$ cat config.mk
export PLATFORM = sky130hd
export DESIGN_NAME = amstrad_mem_bridge_flat
export DESIGN_NICKNAME = d
export VERILOG_FILES = /design/src/rtl/amstrad_mem_pkg.sv /design/src/rtl/amstrad_mem_bridge_if.sv /design/src/rtl/amstrad_req_slot.sv /design/src/rtl/amstrad_mem_bridge.sv /design/src/flat_wrapper.sv
export SDC_FILE = /design/constraint.sdc
export NUM_CORES = 1
export LEC_CHECK = 0
export BUFFER_PORTS_ARGS = -buffer_cell sky130_fd_sc_hd__buf_2
export CORE_MARGIN = 5
export CORE_UTILIZATION = 45
export DETAILED_ROUTE_END_ITERATION = 12
export GPL_TIMING_DRIVEN = 0
export PLACE_DENSITY = 0.79
export SLEW_MARGIN = 20
export SYNTH_ARGS = -nofsm -noshare
export SYNTH_HDL_FRONTEND = slang
export SYNTH_SLANG_ARGS = --single-unit
$ cat constraint.sdc
create_clock -name clk -period 6.5 [get_ports clk]
set_input_delay 0.975 -clock clk [delete_from_list [all_inputs] [get_ports clk]]
set_output_delay 0.975 -clock clk [all_outputs]
set_load 0.01 [all_outputs]
$ cat src/rtl/amstrad_mem_pkg.sv
// Shared types for the Amstrad memory bridge: FSM states, bus widths and the
// request-slot record that carries one pending CPU access.
package amstrad_mem_pkg;

    localparam int ADDR_W  = 23;
    localparam int VRAM_AW = 15;

    typedef enum logic [1:0] {
        IDLE   = 2'd0,
        VID_LO = 2'd1,
        VID_HI = 2'd2,
        CPU    = 2'd3
    } state_t;

    typedef struct packed {
        logic              we;
        logic [ADDR_W-1:0] addr;
        logic [7:0]        data;
    } slot_t;

endpackage

$ cat src/rtl/amstrad_mem_bridge_if.sv
// Byte-wide req/ack RAM backend bus between the bridge (master) and the
// SDRAM controller (slave).
interface amstrad_mem_bridge_if #(
    parameter int ADDR_W = amstrad_mem_pkg::ADDR_W
);
    logic              ram_req;
    logic              ram_we;
    logic [ADDR_W-1:0] ram_addr;
    logic [7:0]        ram_wdata;
    logic              ram_ack;
    logic [7:0]        ram_rdata;

    modport master (
        output ram_req, ram_we, ram_addr, ram_wdata,
        input  ram_ack, ram_rdata
    );

    modport slave (
        input  ram_req, ram_we, ram_addr, ram_wdata,
        output ram_ack, ram_rdata
    );
endinterface

$ cat src/rtl/amstrad_req_slot.sv
// CPU request capture: rising-edge detect on rd/wr levels feeding a 1-deep
// slot, with a sticky overflow flag for requests that could not be held.
module amstrad_req_slot
    import amstrad_mem_pkg::*;
(
    input  logic              clk,
    input  logic              reset,
    input  logic              rd,
    input  logic              wr,
    input  logic [ADDR_W-1:0] addr,
    input  logic [7:0]        wdata,
    input  logic              free,
    output logic              full,
    output slot_t             slot,
    output logic              ovf
);

    logic rd_q;
    logic wr_q;
    logic rd_rise;
    logic wr_rise;
    logic req_rise;
    logic accept;

    assign rd_rise  = rd & ~rd_q;
    assign wr_rise  = wr & ~wr_q;
    assign req_rise = rd_rise | wr_rise;
    // A slot freeing this cycle can take the new request immediately.
    assign accept   = req_rise & (~full | free);

    // NOTE: non-blocking assignments so every register samples pre-edge values.
    always_ff @(posedge clk) begin
        if (reset) begin
            rd_q <= 1'b0;
            wr_q <= 1'b0;
            full <= 1'b0;
            slot <= '0;
            ovf  <= 1'b0;
        end else begin
            rd_q <= rd;
            wr_q <= wr;
            if (accept) begin
                full <= 1'b1;
                slot <= '{we: wr_rise, addr: addr, data: wdata};
            end else if (free) begin
                full <= 1'b0;
            end
            // Simultaneous rd+wr loses the read, which counts as a drop.
            if ((req_rise && full && !free) || (rd_rise && wr_rise)) begin
                ovf <= 1'b1;
            end
        end
    end

endmodule

$ cat src/rtl/amstrad_mem_bridge.sv
// Serialises CPU byte accesses and 16-bit video fetches onto one byte-wide
// req/ack RAM backend, video first. MEM_BRIDGE_WP_EN enables write protection.
module amstrad_mem_bridge #(
    parameter int                ADDR_W  = amstrad_mem_pkg::ADDR_W,
    parameter int                VRAM_AW = amstrad_mem_pkg::VRAM_AW,
    parameter logic [ADDR_W-1:0] WP_BASE = 23'h400000
) (
    input  logic                clk,
    input  logic                reset,
    input  logic [ADDR_W-1:0]   mem_addr,
    input  logic [7:0]          mem_dout,
    input  logic                mem_rd,
    input  logic                mem_wr,
    output logic [7:0]          mem_din,
    input  logic                vram_fetch,
    input  logic [VRAM_AW-1:0]  vram_addr,
    output logic [15:0]         vram_din,
    output logic                cpu_busy,
    output logic                ovf,
    amstrad_mem_bridge_if.master ram
);
    import amstrad_mem_pkg::*;

    localparam int PAD_W = ADDR_W - VRAM_AW - 1;

    state_t             state;
    state_t             state_n;
    slot_t              c_slot;
    logic               c_full;
    logic               c_free;
    logic               wp_hit;
    logic               wp_drop;
    logic               v_full;
    logic               v_renew;
    logic [VRAM_AW-1:0] v_addr;
    logic [VRAM_AW-1:0] v_cur;
    logic               req_d;
    logic               xfer_done;
    logic               lo_done;
    logic               hi_done;
    logic               commit;
    logic [7:0]         lo_shadow;
    logic [7:0]         hi_shadow;

    amstrad_req_slot u_cpu_slot (
        .clk   (clk),
        .reset (reset),
        .rd    (mem_rd),
        .wr    (mem_wr),
        .addr  (mem_addr),
        .wdata (mem_dout),
        .free  (c_free),
        .full  (c_full),
        .slot  (c_slot),
        .ovf   (ovf)
    );

`ifdef MEM_BRIDGE_WP_EN
    assign wp_hit = c_slot.we && (c_slot.addr >= WP_BASE);
`else
    assign wp_hit = 1'b0;
`endif

    // Backend inputs are only meaningful while a request is outstanding.
    assign xfer_done = ram.ram_req & ram.ram_ack;
    assign lo_done   = (state == VID_LO) & xfer_done;
    assign hi_done   = (state == VID_HI) & xfer_done;
    assign wp_drop   = (state == IDLE) & ~v_full & c_full & wp_hit;
    assign c_free    = ((state == CPU) & xfer_done) | wp_drop;
    assign cpu_busy  = c_full | (state == CPU);

    always_ff @(posedge clk) begin
        if (reset) state <= IDLE;
        else       state <= state_n;
    end

    always_comb begin
        state_n = state;
        case (state)
            IDLE: begin
                if (v_full)                 state_n = VID_LO;
                else if (c_full && !wp_hit) state_n = CPU;
            end
            VID_LO:  if (xfer_done) state_n = VID_HI;
            VID_HI:  if (xfer_done) state_n = IDLE;
            CPU:     if (xfer_done) state_n = IDLE;
            default: state_n = IDLE;
        endcase
    end

    // NOTE: defaults first so no path leaves an output unassigned (no latch).
    always_comb begin
        req_d         = 1'b0;
        ram.ram_addr  = '0;
        ram.ram_we    = 1'b0;
        ram.ram_wdata = '0;
        if (state != IDLE) req_d = ~xfer_done;
        case (state)
            VID_LO: ram.ram_addr = {{PAD_W{1'b0}}, v_cur, 1'b0};
            VID_HI: ram.ram_addr = {{PAD_W{1'b0}}, v_cur, 1'b1};
            CPU: begin
                ram.ram_addr  = c_slot.addr;
                ram.ram_we    = c_slot.we;
                ram.ram_wdata = c_slot.we ? c_slot.data : 8'h00;
            end
            default: ;
        endcase
    end

    always_ff @(posedge clk) begin
        if (reset) begin
            ram.ram_req <= 1'b0;
            v_full      <= 1'b0;
            v_renew     <= 1'b0;
            v_addr      <= '0;
            v_cur       <= '0;
            lo_shadow   <= 8'h00;
            hi_shadow   <= 8'h00;
            commit      <= 1'b0;
            mem_din     <= 8'h00;
            vram_din    <= 16'h0000;
        end else begin
            ram.ram_req <= req_d;
            commit      <= hi_done;
            if (vram_fetch) v_addr <= vram_addr;
            // A strobe landing during a pair must survive the pair's final ack.
            if (hi_done) begin
                v_full  <= vram_fetch | v_renew;
                v_renew <= 1'b0;
            end else begin
                v_full <= v_full | vram_fetch;
                if (vram_fetch && (state == VID_LO || state == VID_HI ||
                                   (state == IDLE && state_n == VID_LO)))
                    v_renew <= 1'b1;
            end
            if (state == IDLE && state_n == VID_LO) v_cur <= v_addr;
            if (lo_done) lo_shadow <= ram.ram_rdata;
            if (hi_done) hi_shadow <= ram.ram_rdata;
            if (commit)  vram_din  <= {hi_shadow, lo_shadow};
            if ((state == CPU) && xfer_done && !c_slot.we) mem_din <= ram.ram_rdata;
        end
    end

endmodule

$ cat src/flat_wrapper.sv
// flat-port wrapper written by rule: the top's interface ports become plain ports
module amstrad_mem_bridge_flat import amstrad_mem_pkg::*;
#(
    parameter int                ADDR_W  = amstrad_mem_pkg::ADDR_W,
    parameter int                VRAM_AW = amstrad_mem_pkg::VRAM_AW,
    parameter logic [ADDR_W-1:0] WP_BASE = 23'h400000
)
  (clk, reset, mem_addr, mem_dout, mem_rd, mem_wr, mem_din, vram_fetch, vram_addr, vram_din, cpu_busy, ovf, ram_ram_req, ram_ram_we, ram_ram_addr, ram_ram_wdata, ram_ram_ack, ram_ram_rdata);
  amstrad_mem_bridge_if #(.ADDR_W(ADDR_W)) ram_i ();
  input  logic clk;
  input  logic reset;
  input  logic [ADDR_W-1:0] mem_addr;
  input  logic [7:0] mem_dout;
  input  logic mem_rd;
  input  logic mem_wr;
  output logic [7:0] mem_din;
  input  logic vram_fetch;
  input  logic [VRAM_AW-1:0] vram_addr;
  output logic [15:0] vram_din;
  output logic cpu_busy;
  output logic ovf;
  output wire logic [$bits(ram_i.ram_req)-1:0] ram_ram_req;
  output wire logic [$bits(ram_i.ram_we)-1:0] ram_ram_we;
  output wire logic [$bits(ram_i.ram_addr)-1:0] ram_ram_addr;
  output wire logic [$bits(ram_i.ram_wdata)-1:0] ram_ram_wdata;
  input wire logic [$bits(ram_i.ram_ack)-1:0] ram_ram_ack;
  input wire logic [$bits(ram_i.ram_rdata)-1:0] ram_ram_rdata;
  assign ram_ram_req = ram_i.ram_req;
  assign ram_ram_we = ram_i.ram_we;
  assign ram_ram_addr = ram_i.ram_addr;
  assign ram_ram_wdata = ram_i.ram_wdata;
  assign ram_i.ram_ack = ram_ram_ack;
  assign ram_i.ram_rdata = ram_ram_rdata;
  amstrad_mem_bridge #(.ADDR_W(ADDR_W), .VRAM_AW(VRAM_AW), .WP_BASE(WP_BASE)) u_core (.clk(clk), .reset(reset), .mem_addr(mem_addr), .mem_dout(mem_dout), .mem_rd(mem_rd), .mem_wr(mem_wr), .mem_din(mem_din), .vram_fetch(vram_fetch), .vram_addr(vram_addr), .vram_din(vram_din), .cpu_busy(cpu_busy), .ovf(ovf), .ram(ram_i));
endmodule
# After elaboration in Yosys (flattened, before gate mapping)
# Index checks and enable logic that the tools add are counted.
op_classes:
  n_eq_ne: 4
  n_bitwise: 17
  muxes: 12
  reduce_logical: 18
op_table:
  columns: ["cell", "n"]
  rows:
  - ["case mux 23 bit (3 select lines)", 1]
  - ["two-way mux 8 bit", 2]
  - ["two-way mux 2 bit", 4]
  - ["bitwise AND 1 bit", 7]
  - ["logical AND 1 bit", 7]
  - ["case mux 2 bit (3 select lines)", 1]
  - ["OR reduction 2 bit", 3]
  - ["inverter 1 bit", 5]
  - ["bitwise OR 1 bit", 5]
  - ["equality test 2 x 1 -> 1 bit, second input constant", 2]
  - ["equality test 2 bit, second input constant", 2]
  - ["two-way mux 1 bit", 4]
  - ["nonzero test 2 bit", 2]
  - ["logical OR 1 bit", 3]
  - ["logical NOT 1 bit", 2]
  - ["logical NOT 2 bit", 1]
totals:
  output_inout_bits: 59
  register_bits: 112
  elab_cells: 69
  inputBits: 60

# Longest topological paths before layout
# Gate-level depths: netlist of run 1.
depth:
  depth_word: 7
  depth_mapped: 8

# By module
# A second synthesis of run 1 with hierarchy kept.
unflattened:
  hier_cells: 523
  hier_area_um2: 4893.4
modules_own_cells:
  columns: ["mod", "seq_area_each_um2", "area_per_inst_um2", "cells_each", "n_inst"]
  rows:
  - ["amstrad_mem_bridge", 1521.5, 3275.6, 371, 1]
  - ["amstrad_req_slot", 720.7, 1617.8, 152, 1]

# Worst setup path after synthesis of run 1
# No wires, ideal clock.
synth_timing:
  path_type: "flip-flop to output port"
  from: "register u_core.state[0]"
  to: "output ram_ram_addr[10]"
  stages_incl_launch_ff: 8
  required_ns: 5.525
  arrival_ns: 1.583
  path_slack_ns: 3.942
  path_cell_list: "dfxtp_1 > inv_1 > ha_1 > or2_2 > clkbuf_1 > clkbuf_1 > a22oi_1 > nor2_1"
synth_via:
  elab_chain_len: 2
synth_lines:
  columns: ["element", "line_no", "text"]
  rows:
  - ["start, declared", "amstrad_mem_bridge.sv:26", "state_t state;"]
  - ["start signal, assigned", "amstrad_mem_bridge.sv:74", "else state <= state_n;"]
  - ["equality test 2 bit / equality test 2 x 1 -> 1 bit (equally long branches)", "amstrad_mem_bridge.sv:98", "case (state)"]
  - ["case mux 23 bit (3 select lines) (*)", "amstrad_mem_bridge.sv:98", null]
  - ["end, declared", "flat_wrapper.sv:24", "output wire logic [$bits(ram_i.ram_addr)-1:0] ram_ram_addr;"]
# Mark *: on every way between the ends. The rest lies on a longest branch, timed or not.

# Final worst setup path of run 1
layout_timing:
  from: "register u_core.state[0]"
  to: "output ram_ram_addr[15]"
# The elaborated chain is that of the path after synthesis.

==> results of run 1 <==
[metrics by stage]
stage / hold slack, ns / area, sq um / power, uW
after global placement: 0.440 / 5280 / 1000
after floorplan: 0.436 / 4540 / 941
final: 0.460 / 5450 / 1360
after detailed placement: 0.446 / 5280 / 1010
after global routing: 0.474 / 5450 / 1430
after CTS: 0.461 / 5450 / 1370
[worst min-delay path, cell delays in order (launching register included)]
cell	delay, ns
sky130_fd_sc_hd__dfxtp_1	0.33
sky130_fd_sc_hd__inv_1	0.05
sky130_fd_sc_hd__a21oi_1	0.05
[sequential cells by signal, summed over array words and instances, names as in the netlist]
signal / flops
u_core.ram.ram_req: 1
u_core.hi_shadow: 8
u_core.u_cpu_slot.ovf: 1
u_core.state: 2
u_core.u_cpu_slot.wr_q: 1
u_core.lo_shadow: 8
u_core.v_full: 1
u_core.vram_din: 16
u_core.v_renew: 1
u_core.commit: 1
u_core.v_cur: 15
u_core.mem_din: 8
u_core.u_cpu_slot.rd_q: 1
u_core.u_cpu_slot.slot: 32
u_core.u_cpu_slot.full: 1
u_core.v_addr: 15
[power groups by stage]
stage | Clock (uW) | Sequential, uW | Combinational [uW]
floorplan | 0 | 757 | 185
global placement | 0 | 762 | 239
detailed placement | 0 | 763 | 247
CTS | 373 | 748 | 249
global route | 400 | 753 | 272
finish | 365 | 748 | 247
[cell type report]
type | count | area, sq um | area share [%]
flip-flops and latches | 112 | 2240 | 41.2
multi-input cells | 327 | 2120 | 39.0
plain buffers | 34 | 155 | 2.85
well taps | 133 | 166 | 3.06
repair buffers | 115 | 576 | 10.6
clock inverters | 5 | 33.8 | 0.620
clock buffers | 11 | 131 | 2.41
inverters | 5 | 18.8 | 0.345
[final timing paths]
path                                      start                            endpoint  slack, ns
min          u_core.u_cpu_slot.ovf$_SDFFE_PP0P_  u_core.u_cpu_slot.ovf$_SDFFE_PP0P_       0.46
max                  u_core.state[0]$_SDFF_PP0_                    ram_ram_addr[15]       3.17
max reg2reg          u_core.state[0]$_SDFF_PP0_        u_core.v_cur[7]$_SDFFE_PP0P_       4.05
min reg2reg  u_core.u_cpu_slot.ovf$_SDFFE_PP0P_  u_core.u_cpu_slot.ovf$_SDFFE_PP0P_       0.46
[cells by family (layout without fill, tap and decap cells)]
family | after synthesis | in the layout | synth area share [%]
muxes | 85 | 85 | 18.7
adders and majority gates | 7 | 7 | 1.87
DFF | 112 | 112 | 49.4
buffers and inverters | 39 | 170 | 3.83
and+or+nand+nor | 191 | 191 | 19.5
AOI/OAI and AO/OA | 44 | 44 | 6.64
[layout by cell type, fill, tap and decap left out, drive strengths merged, types with 5 or more instances in the layout]
cell type,count
a21oi,18
a22oi,16
and2,8
and3,9
buf,127
clkbuf,33
dfxtp,112
ha,6
inv,5
mux2i,85
nand2,38
nand2b,34
nor2,88
[layer usage]
metal  GRT usage, %  part of all wire [%]  vias up
li1               -                     -     1849
met1           21.6                    44     1720
met2           28.6                    47      110
met3           5.47                   6.6       20
met4           7.64                   2.1        2
met5              0                 0.064        -
==> impl_metrics.xml, run 1 <==
<?xml version="1.0" encoding="UTF-8"?>
<metrics>
  <group name="run_status">
    <metric name="status" unit="">complete, no violations</metric>
  </group>
  <group name="floorplanning">
    <metric name="num_io_pins" unit="">119</metric>
    <metric name="die_width" unit="microns">110</metric>
    <metric name="die_height" unit="microns">110</metric>
    <metric name="floorplan.initialDensity" unit="%">46.2</metric>
    <metric name="area_enclosed_by_the_die_boundary" unit="sq mm">0.0122</metric>
    <metric name="num_rows" unit="">36</metric>
    <metric name="core_region_area" unit="sq mm">0.00982</metric>
  </group>
  <group name="cts">
    <metric name="cts.root.buffer_cell" unit="">sky130_fd_sc_hd__clkbuf_8</metric>
    <metric name="clk-insertion-delay-late" unit="ns">0.37</metric>
    <metric name="post-cts-setup-buffers" unit="">0</metric>
    <metric name="cts_tree" unit="">built</metric>
    <metric name="tritoncts.num_buffers" unit="">9</metric>
    <metric name="clk_transition_reported_paths" unit="ns">0.10</metric>
    <metric name="clock_sinks" unit="">112</metric>
    <metric name="post_cts_resized" unit="">0</metric>
    <metric name="cts_max_level" unit="">3</metric>
    <metric name="cts.path.max_buffers" unit="">2</metric>
    <metric name="cts_hold_buf" unit="">0</metric>
  </group>
  <group name="power_and_ir_drop">
    <metric name="cellInternalPower" unit="uW">974</metric>
    <metric name="irDropWorstVdd" unit="uV">110</metric>
    <metric name="switching_share" unit="%">28.4</metric>
    <metric name="p_comb_share" unit="%">18.2</metric>
    <metric name="pwr-share-clk" unit="%">26.8</metric>
    <metric name="power.static_leakage" unit="uW">0.00246</metric>
    <metric name="power-per-cell-area" unit="mW/mm^2">250</metric>
    <metric name="power.switching" unit="uW">386</metric>
    <metric name="seq_power_share" unit="%">55.0</metric>
  </group>
  <group name="sta">
    <metric name="unrepaired_setup_endpoints_after_global_routing" unit="">false</metric>
    <metric name="final_max_slew_viol_count" unit="">0</metric>
    <metric name="max_clock_freq" unit="GHz">0.301</metric>
    <metric name="final-setup-viol-count" unit="">0</metric>
    <metric name="worstMarginPinSlew" unit="ns">1.14</metric>
    <metric name="setup-tns-final" unit="ns">0</metric>
    <metric name="final.setup_skew" unit="ns">0.0106</metric>
    <metric name="setup_ws" unit="ns">3.17</metric>
    <metric name="finalWorstPathRequiredPeriod" unit="ns">3.33</metric>
    <metric name="slew_headroom" unit="%">23.7</metric>
    <metric name="hold_viol" unit="">0</metric>
    <metric name="timing.final.crit_share" unit="%">51.2</metric>
  </group>
  <group name="route">
    <metric name="routed_wire_length_per_instance" unit="microns">14.7</metric>
    <metric name="post_route_drc_violation_count" unit="">0</metric>
    <metric name="route.vias.total" unit="">3701</metric>
    <metric name="drtIter0Drc" unit="">211</metric>
    <metric name="drt-vias-per-instance" unit="">4.99</metric>
    <metric name="antenna_violating_nets_post_route" unit="">0</metric>
    <metric name="detail_route.wirelength" unit="microns">10900</metric>
    <metric name="detailedRoute.firstPassIterationCount" unit="">5</metric>
  </group>
  <group name="critical_path">
    <metric name="slowest_delay" unit="ns">0.49</metric>
    <metric name="crit_fanout" unit="">10</metric>
    <metric name="critical_path.startpoint_type" unit="">register</metric>
    <metric name="worst_path_max_delay_cell" unit="">sky130_fd_sc_hd__dfxtp_1</metric>
    <metric name="critical-path-top-cell-by-count" unit="">sky130_fd_sc_hd__clkbuf_1</metric>
    <metric name="criticalPathCategory" unit="">register to output pin</metric>
    <metric name="crit_buf_inv" unit="">4</metric>
    <metric name="worstSetupEndpointType" unit="">output pin</metric>
    <metric name="critical-path-top-delay-family" unit="">buffers and inverters</metric>
    <metric name="ff2ff_path_depth" unit="">7</metric>
    <metric name="critical_path_required" unit="ns">5.52</metric>
    <metric name="crit_chain" unit="">inv_1 -&gt; ha_1 -&gt; or2_2 -&gt; clkbuf_1 -&gt; clkbuf_1 -&gt; a22oi_1 -&gt; nor2_1 -&gt; buf_2</metric>
    <metric name="cp_num_cells" unit="">8</metric>
    <metric name="crit_arrival" unit="ns">2.35</metric>
  </group>
  <group name="placement">
    <metric name="placer_congestion_estimate" unit="">0.792</metric>
    <metric name="io_buffer_count" unit="">115</metric>
    <metric name="placed_instances" unit="">726</metric>
    <metric name="dp_hpwl" unit="microns">8340</metric>
    <metric name="placement.setup.worst_slack" unit="ns">3.58</metric>
  </group>
  <group name="synth">
    <metric name="synth_seq_area_share" unit="%">49.4</metric>
    <metric name="yosysWarningCount" unit="">0</metric>
    <metric name="syn-instance-count" unit="">478</metric>
    <metric name="post_synth_most_frequent_cells" unit="">112 x sky130_fd_sc_hd__dfxtp_1, 88 x sky130_fd_sc_hd__nor2_1, 85 x sky130_fd_sc_hd__mux2i_1</metric>
    <metric name="synth-edff-count" unit="">0</metric>
    <metric name="yosys.cell_types.count" unit="">33</metric>
    <metric name="dominantRegCellSynth" unit="">sky130_fd_sc_hd__dfxtp_1</metric>
    <metric name="synth_top_area_share" unit="%">49.4</metric>
    <metric name="post_synth.cell_area_avg" unit="sq um">9.50</metric>
    <metric name="ys_ff_latch" unit="">112</metric>
    <metric name="yosys-top-cells-area" unit="">sky130_fd_sc_hd__dfxtp_1 49%, sky130_fd_sc_hd__mux2i_1 19%, sky130_fd_sc_hd__nor2_1 7.3%</metric>
    <metric name="synth_most_common_cell" unit="">sky130_fd_sc_hd__dfxtp_1</metric>
    <metric name="async_reset_ff_share" unit="%">0</metric>
    <metric name="mappedNetlistArea" unit="sq mm">0.00454</metric>
    <metric name="mappedNetlistNets" unit="">544</metric>
    <metric name="yosysTopAreaCell" unit="">sky130_fd_sc_hd__dfxtp_1</metric>
  </group>
  <group name="finish">
    <metric name="post_layout_nonfiller_instances" unit="">742</metric>
    <metric name="post_route_cells_drive_above_1_share" unit="%">23.5</metric>
    <metric name="finish.utilization" unit="%">55.5</metric>
    <metric name="nNetsFinal" unit="">670</metric>
    <metric name="insertedDiodeCount" unit="">0</metric>
    <metric name="n_fill_cell" unit="">918</metric>
    <metric name="area_delta_synth_final" unit="%">20.0</metric>
  </group>
  <group name="global_route">
    <metric name="track_usage" unit="%">17.6</metric>
    <metric name="grt_antenna_before_repair" unit="">1</metric>
    <metric name="grt_start_max_net_pins" unit="">18</metric>
    <metric name="via_count_of_the_first_global_routing_pass" unit="">3652</metric>
    <metric name="globalRouteOverflowTotal" unit="">0</metric>
    <metric name="grt_pass1_wl" unit="microns">17900</metric>
  </group>
  <group name="hold_path">
    <metric name="timing.hold.worst_path_depth" unit="">2</metric>
    <metric name="min-delay-path-class" unit="">register to register</metric>
  </group>
  <group name="flow_run">
    <metric name="maxCapViolations" unit="">0</metric>
  </group>
</metrics>
Power figures use the tool's default switching activity.
==> run 2, diff against run 1 <==
- ABC_AREA: not set -> 1
- PLACE_DENSITY: 0.79 -> 0.78
- clock period: 6.5 -> 3.35 ns (I/O delays scaled with it)
==> impl_metrics.xml, run 2 <==
<?xml version="1.0" encoding="UTF-8"?>
<metrics>
  <group name="critical_path">
    <metric name="crit_buf_inv" unit="">3</metric>
    <metric name="critical_path.startpoint_type" unit="">register</metric>
    <metric name="rr_startpoint" unit="">u_core.state[0]$_SDFF_PP0_</metric>
    <metric name="crit_chain" unit="">ha_1 -&gt; buf_6 -&gt; clkbuf_1 -&gt; nand2_1 -&gt; nor2_1 -&gt; buf_2</metric>
    <metric name="critical-path-top-delay-family" unit="">buffers and inverters</metric>
    <metric name="critical_path.endpoint" unit="">ram_ram_wdata[5]</metric>
    <metric name="crit_fanout" unit="">10</metric>
    <metric name="criticalPathCategory" unit="">register to output pin</metric>
    <metric name="worstSetupEndpointType" unit="">output pin</metric>
    <metric name="worst_setup_path_startpoint" unit="">u_core.state[0]$_SDFF_PP0_</metric>
    <metric name="worst_r2r_endpoint" unit="">u_core.v_cur[12]$_SDFFE_PP0P_</metric>
    <metric name="worst_path_max_delay_cell" unit="">sky130_fd_sc_hd__dfxtp_1</metric>
    <metric name="ff2ff_path_depth" unit="">10</metric>
    <metric name="r2r_setup_slk" unit="ns">1.45</metric>
    <metric name="critical_path_required" unit="ns">2.85</metric>
    <metric name="slowest_delay" unit="ns">0.46</metric>
    <metric name="cp_num_cells" unit="">6</metric>
    <metric name="crit_arrival" unit="ns">2.22</metric>
  </group>
  <group name="route">
    <metric name="route.vias.total" unit="">4297</metric>
    <metric name="antenna_violating_nets_post_route" unit="">0</metric>
    <metric name="detail_route.wirelength" unit="microns">11400</metric>
    <metric name="detailedRoute.firstPassIterationCount" unit="">5</metric>
    <metric name="drtIter0Drc" unit="">232</metric>
    <metric name="routed_wire_length_per_instance" unit="microns">12.9</metric>
    <metric name="post_route_drc_violation_count" unit="">0</metric>
    <metric name="drt-vias-per-instance" unit="">4.85</metric>
  </group>
  <group name="global_route">
    <metric name="track_usage" unit="%">18.2</metric>
    <metric name="grt_pass1_wl" unit="microns">19000</metric>
    <metric name="via_count_of_the_first_global_routing_pass" unit="">4129</metric>
    <metric name="globalRouteOverflowTotal" unit="">0</metric>
    <metric name="grt_antenna_before_repair" unit="">0</metric>
    <metric name="grt_start_max_net_pins" unit="">22</metric>
  </group>
  <group name="synth">
    <metric name="yosys.cell_types.count" unit="">29</metric>
    <metric name="post_synth_most_frequent_cells" unit="">134 x sky130_fd_sc_hd__nor2_1, 112 x sky130_fd_sc_hd__dfxtp_1, 82 x sky130_fd_sc_hd__nand2_1</metric>
    <metric name="ys_ff_latch" unit="">112</metric>
    <metric name="async_reset_ff_share" unit="%">0</metric>
    <metric name="synth_most_common_cell" unit="">sky130_fd_sc_hd__nor2_1</metric>
    <metric name="syn-instance-count" unit="">617</metric>
    <metric name="yosysWarningCount" unit="">0</metric>
    <metric name="yosysTopAreaCell" unit="">sky130_fd_sc_hd__dfxtp_1</metric>
    <metric name="dominantRegCellSynth" unit="">sky130_fd_sc_hd__dfxtp_1</metric>
    <metric name="mappedNetlistArea" unit="sq mm">0.00466</metric>
    <metric name="post_synth.cell_area_avg" unit="sq um">7.56</metric>
    <metric name="synth-edff-count" unit="">0</metric>
    <metric name="yosys-top-cells-area" unit="">sky130_fd_sc_hd__dfxtp_1 48%, sky130_fd_sc_hd__nor2_1 11%, sky130_fd_sc_hd__o21ai_0 8.2%</metric>
    <metric name="mappedNetlistNets" unit="">683</metric>
    <metric name="synth_top_area_share" unit="%">48.1</metric>
    <metric name="synth_seq_area_share" unit="%">48.1</metric>
  </group>
  <group name="cts">
    <metric name="cts_max_level" unit="">3</metric>
    <metric name="clk_transition_reported_paths" unit="ns">0.12</metric>
    <metric name="tritoncts.num_buffers" unit="">9</metric>
    <metric name="cts_tree" unit="">built</metric>
    <metric name="cts.path.max_buffers" unit="">2</metric>
    <metric name="cts_hold_buf" unit="">0</metric>
    <metric name="post-cts-setup-buffers" unit="">0</metric>
    <metric name="clock_sinks" unit="">112</metric>
    <metric name="clk-insertion-delay-late" unit="ns">0.39</metric>
    <metric name="cts.root.buffer_cell" unit="">sky130_fd_sc_hd__clkbuf_8</metric>
    <metric name="post_cts_resized" unit="">0</metric>
  </group>
  <group name="floorplanning">
    <metric name="num_rows" unit="">37</metric>
    <metric name="die_width" unit="microns">112</metric>
    <metric name="area_enclosed_by_the_die_boundary" unit="sq mm">0.0125</metric>
    <metric name="floorplan.initialDensity" unit="%">45.6</metric>
    <metric name="core_region_area" unit="sq mm">0.0102</metric>
    <metric name="num_io_pins" unit="">119</metric>
    <metric name="die_height" unit="microns">112</metric>
  </group>
  <group name="hold_path">
    <metric name="min-delay-path-class" unit="">primary input to register</metric>
  </group>
  <group name="finish">
    <metric name="layout_common_cells" unit="">134 x sky130_fd_sc_hd__nor2_1, 125 x sky130_fd_sc_hd__buf_2, 112 x sky130_fd_sc_hd__dfxtp_1</metric>
    <metric name="n_fill_cell" unit="">988</metric>
    <metric name="layout.cells.most_common" unit="">sky130_fd_sc_hd__nor2_1</metric>
    <metric name="area_delta_synth_final" unit="%">20.5</metric>
    <metric name="biggestRegsByFlops" unit="">u_core.u_cpu_slot.slot: 32 flops, u_core.vram_din: 16 flops</metric>
    <metric name="insertedDiodeCount" unit="">0</metric>
    <metric name="nNetsFinal" unit="">811</metric>
    <metric name="largest-register" unit="">u_core.u_cpu_slot.slot</metric>
    <metric name="post_layout_nonfiller_instances" unit="">886</metric>
    <metric name="post_route_cells_drive_above_1_share" unit="%">26.3</metric>
    <metric name="largest_register_ff_count" unit="">32</metric>
  </group>
  <group name="sta">
    <metric name="finalWorstPathRequiredPeriod" unit="ns">2.72</metric>
    <metric name="setup_ws" unit="ns">0.628</metric>
    <metric name="worstMarginPinSlew" unit="ns">0.492</metric>
    <metric name="slew_headroom" unit="%">67.2</metric>
    <metric name="hold_viol" unit="">0</metric>
    <metric name="setup-tns-final" unit="ns">0</metric>
    <metric name="final-setup-viol-count" unit="">0</metric>
    <metric name="final.setup_skew" unit="ns">0.0131</metric>
    <metric name="timing.final.crit_share" unit="%">81.2</metric>
    <metric name="unrepaired_setup_endpoints_after_global_routing" unit="">false</metric>
    <metric name="final_max_slew_viol_count" unit="">0</metric>
    <metric name="max_clock_freq" unit="GHz">0.367</metric>
  </group>
  <group name="power_and_ir_drop">
    <metric name="power.static_leakage" unit="uW">0.00288</metric>
    <metric name="irDropWorstVdd" unit="uV">315</metric>
    <metric name="p_total" unit="uW">2980</metric>
    <metric name="power-per-cell-area" unit="mW/mm^2">531</metric>
  </group>
  <group name="placement">
    <metric name="io_buffer_count" unit="">117</metric>
    <metric name="placer_congestion_estimate" unit="">0.835</metric>
    <metric name="dp_hpwl" unit="microns">8790</metric>
    <metric name="placement.setup.worst_slack" unit="ns">1.03</metric>
    <metric name="placed_instances" unit="">870</metric>
  </group>
  <group name="flow_run">
    <metric name="maxCapViolations" unit="">0</metric>
  </group>
  <group name="run_status">
    <metric name="status" unit="">complete, no violations</metric>
  </group>
</metrics>
run 2: cell count changes in the layout (fill, tap and decap cells not counted), moves of 12 or more:
cell / delta
sky130_fd_sc_hd__nor2_1: +46
sky130_fd_sc_hd__o21ai_1: +22
sky130_fd_sc_hd__mux2i_1: -85
sky130_fd_sc_hd__nand2_1: +44
sky130_fd_sc_hd__nor2_2: +12
sky130_fd_sc_hd__nand3_1: +13
sky130_fd_sc_hd__o21ai_0: +75
sky130_fd_sc_hd__inv_1: +45
sky130_fd_sc_hd__nand2b_1: -34
sky130_fd_sc_hd__a22oi_1: -16
run 2: area by class of cell:
| type | count | area, sq um | area share (%) |
|---|---|---|---|
| plain buffers | 34 | 195 | 3.48 |
| clock inverters | 7 | 73.8 | 1.31 |
| repair buffers | 117 | 586 | 10.4 |
| well taps | 136 | 170 | 3.03 |
| flip-flops and latches | 112 | 2240 | 39.9 |
| multi-input cells | 415 | 2010 | 35.9 |
| clock buffers | 9 | 124 | 2.21 |
| inverters | 56 | 210 | 3.74 |
run 2: where the power goes:
part	internal (uW)	switching, uW	total, uW
logic	243	395	638
clock network	294	505	799
registers	1460	82.9	1540
run 2: tightest hold or removal path: stages:
cell and delay [ns]:
sky130_fd_sc_hd__buf_2 0.07, sky130_fd_sc_hd__nor2_1 0.03, sky130_fd_sc_hd__nor2_1 0.08
run 2: worst min path at each step:
stage | from | end | depth (start not counted)
finish | vram_addr[9] | u_core.v_addr[9]$_SDFFE_PP0P_ | 3
floorplan | u_core.v_renew$_SDFFE_PP0P_ | u_core.v_renew$_SDFFE_PP0P_ | 2
CTS | vram_addr[9] | u_core.v_addr[9]$_SDFFE_PP0P_ | 3
global route | vram_addr[9] | u_core.v_addr[9]$_SDFFE_PP0P_ | 3
global placement | u_core.v_renew$_SDFFE_PP0P_ | u_core.v_renew$_SDFFE_PP0P_ | 2
detailed placement | u_core.u_cpu_slot.slot[5]$_SDFFE_PP0P_ | u_core.u_cpu_slot.slot[5]$_SDFFE_PP0P_ | 2
run 2: per-layer routing:
metal  GRT usage [%]  vias to the layer above  share of wire, %
li1                -                     2217                 -
met1            23.3                     1935                45
met2            30.6                      128                47
met3            4.18                       17               6.3
met4            5.27                        0               1.3
met5               0                        -                 0
run 2: per-stage QoR:
stage                     utilization [%]  hold WS, ns  area (sq um)
final                                54.9        0.331          5620
after global placement               53.0        0.437          5420
after floorplan                         -        0.428          4660
after detailed placement             53.0        0.449          5420
after global routing                 54.9        0.333          5620
after CTS                            54.9        0.319          5620
run 2: kinds of logic (layout without fill, tap and decap cells):
family          after synthesis  after routing  share of synthesized area [%]
simple gates                270            270                           25.6
compound gates              139            139                           16.0
flops                       112            112                           48.1
buf+inv                      90            223                           8.70
fa+ha+maj                     6              6                           1.61
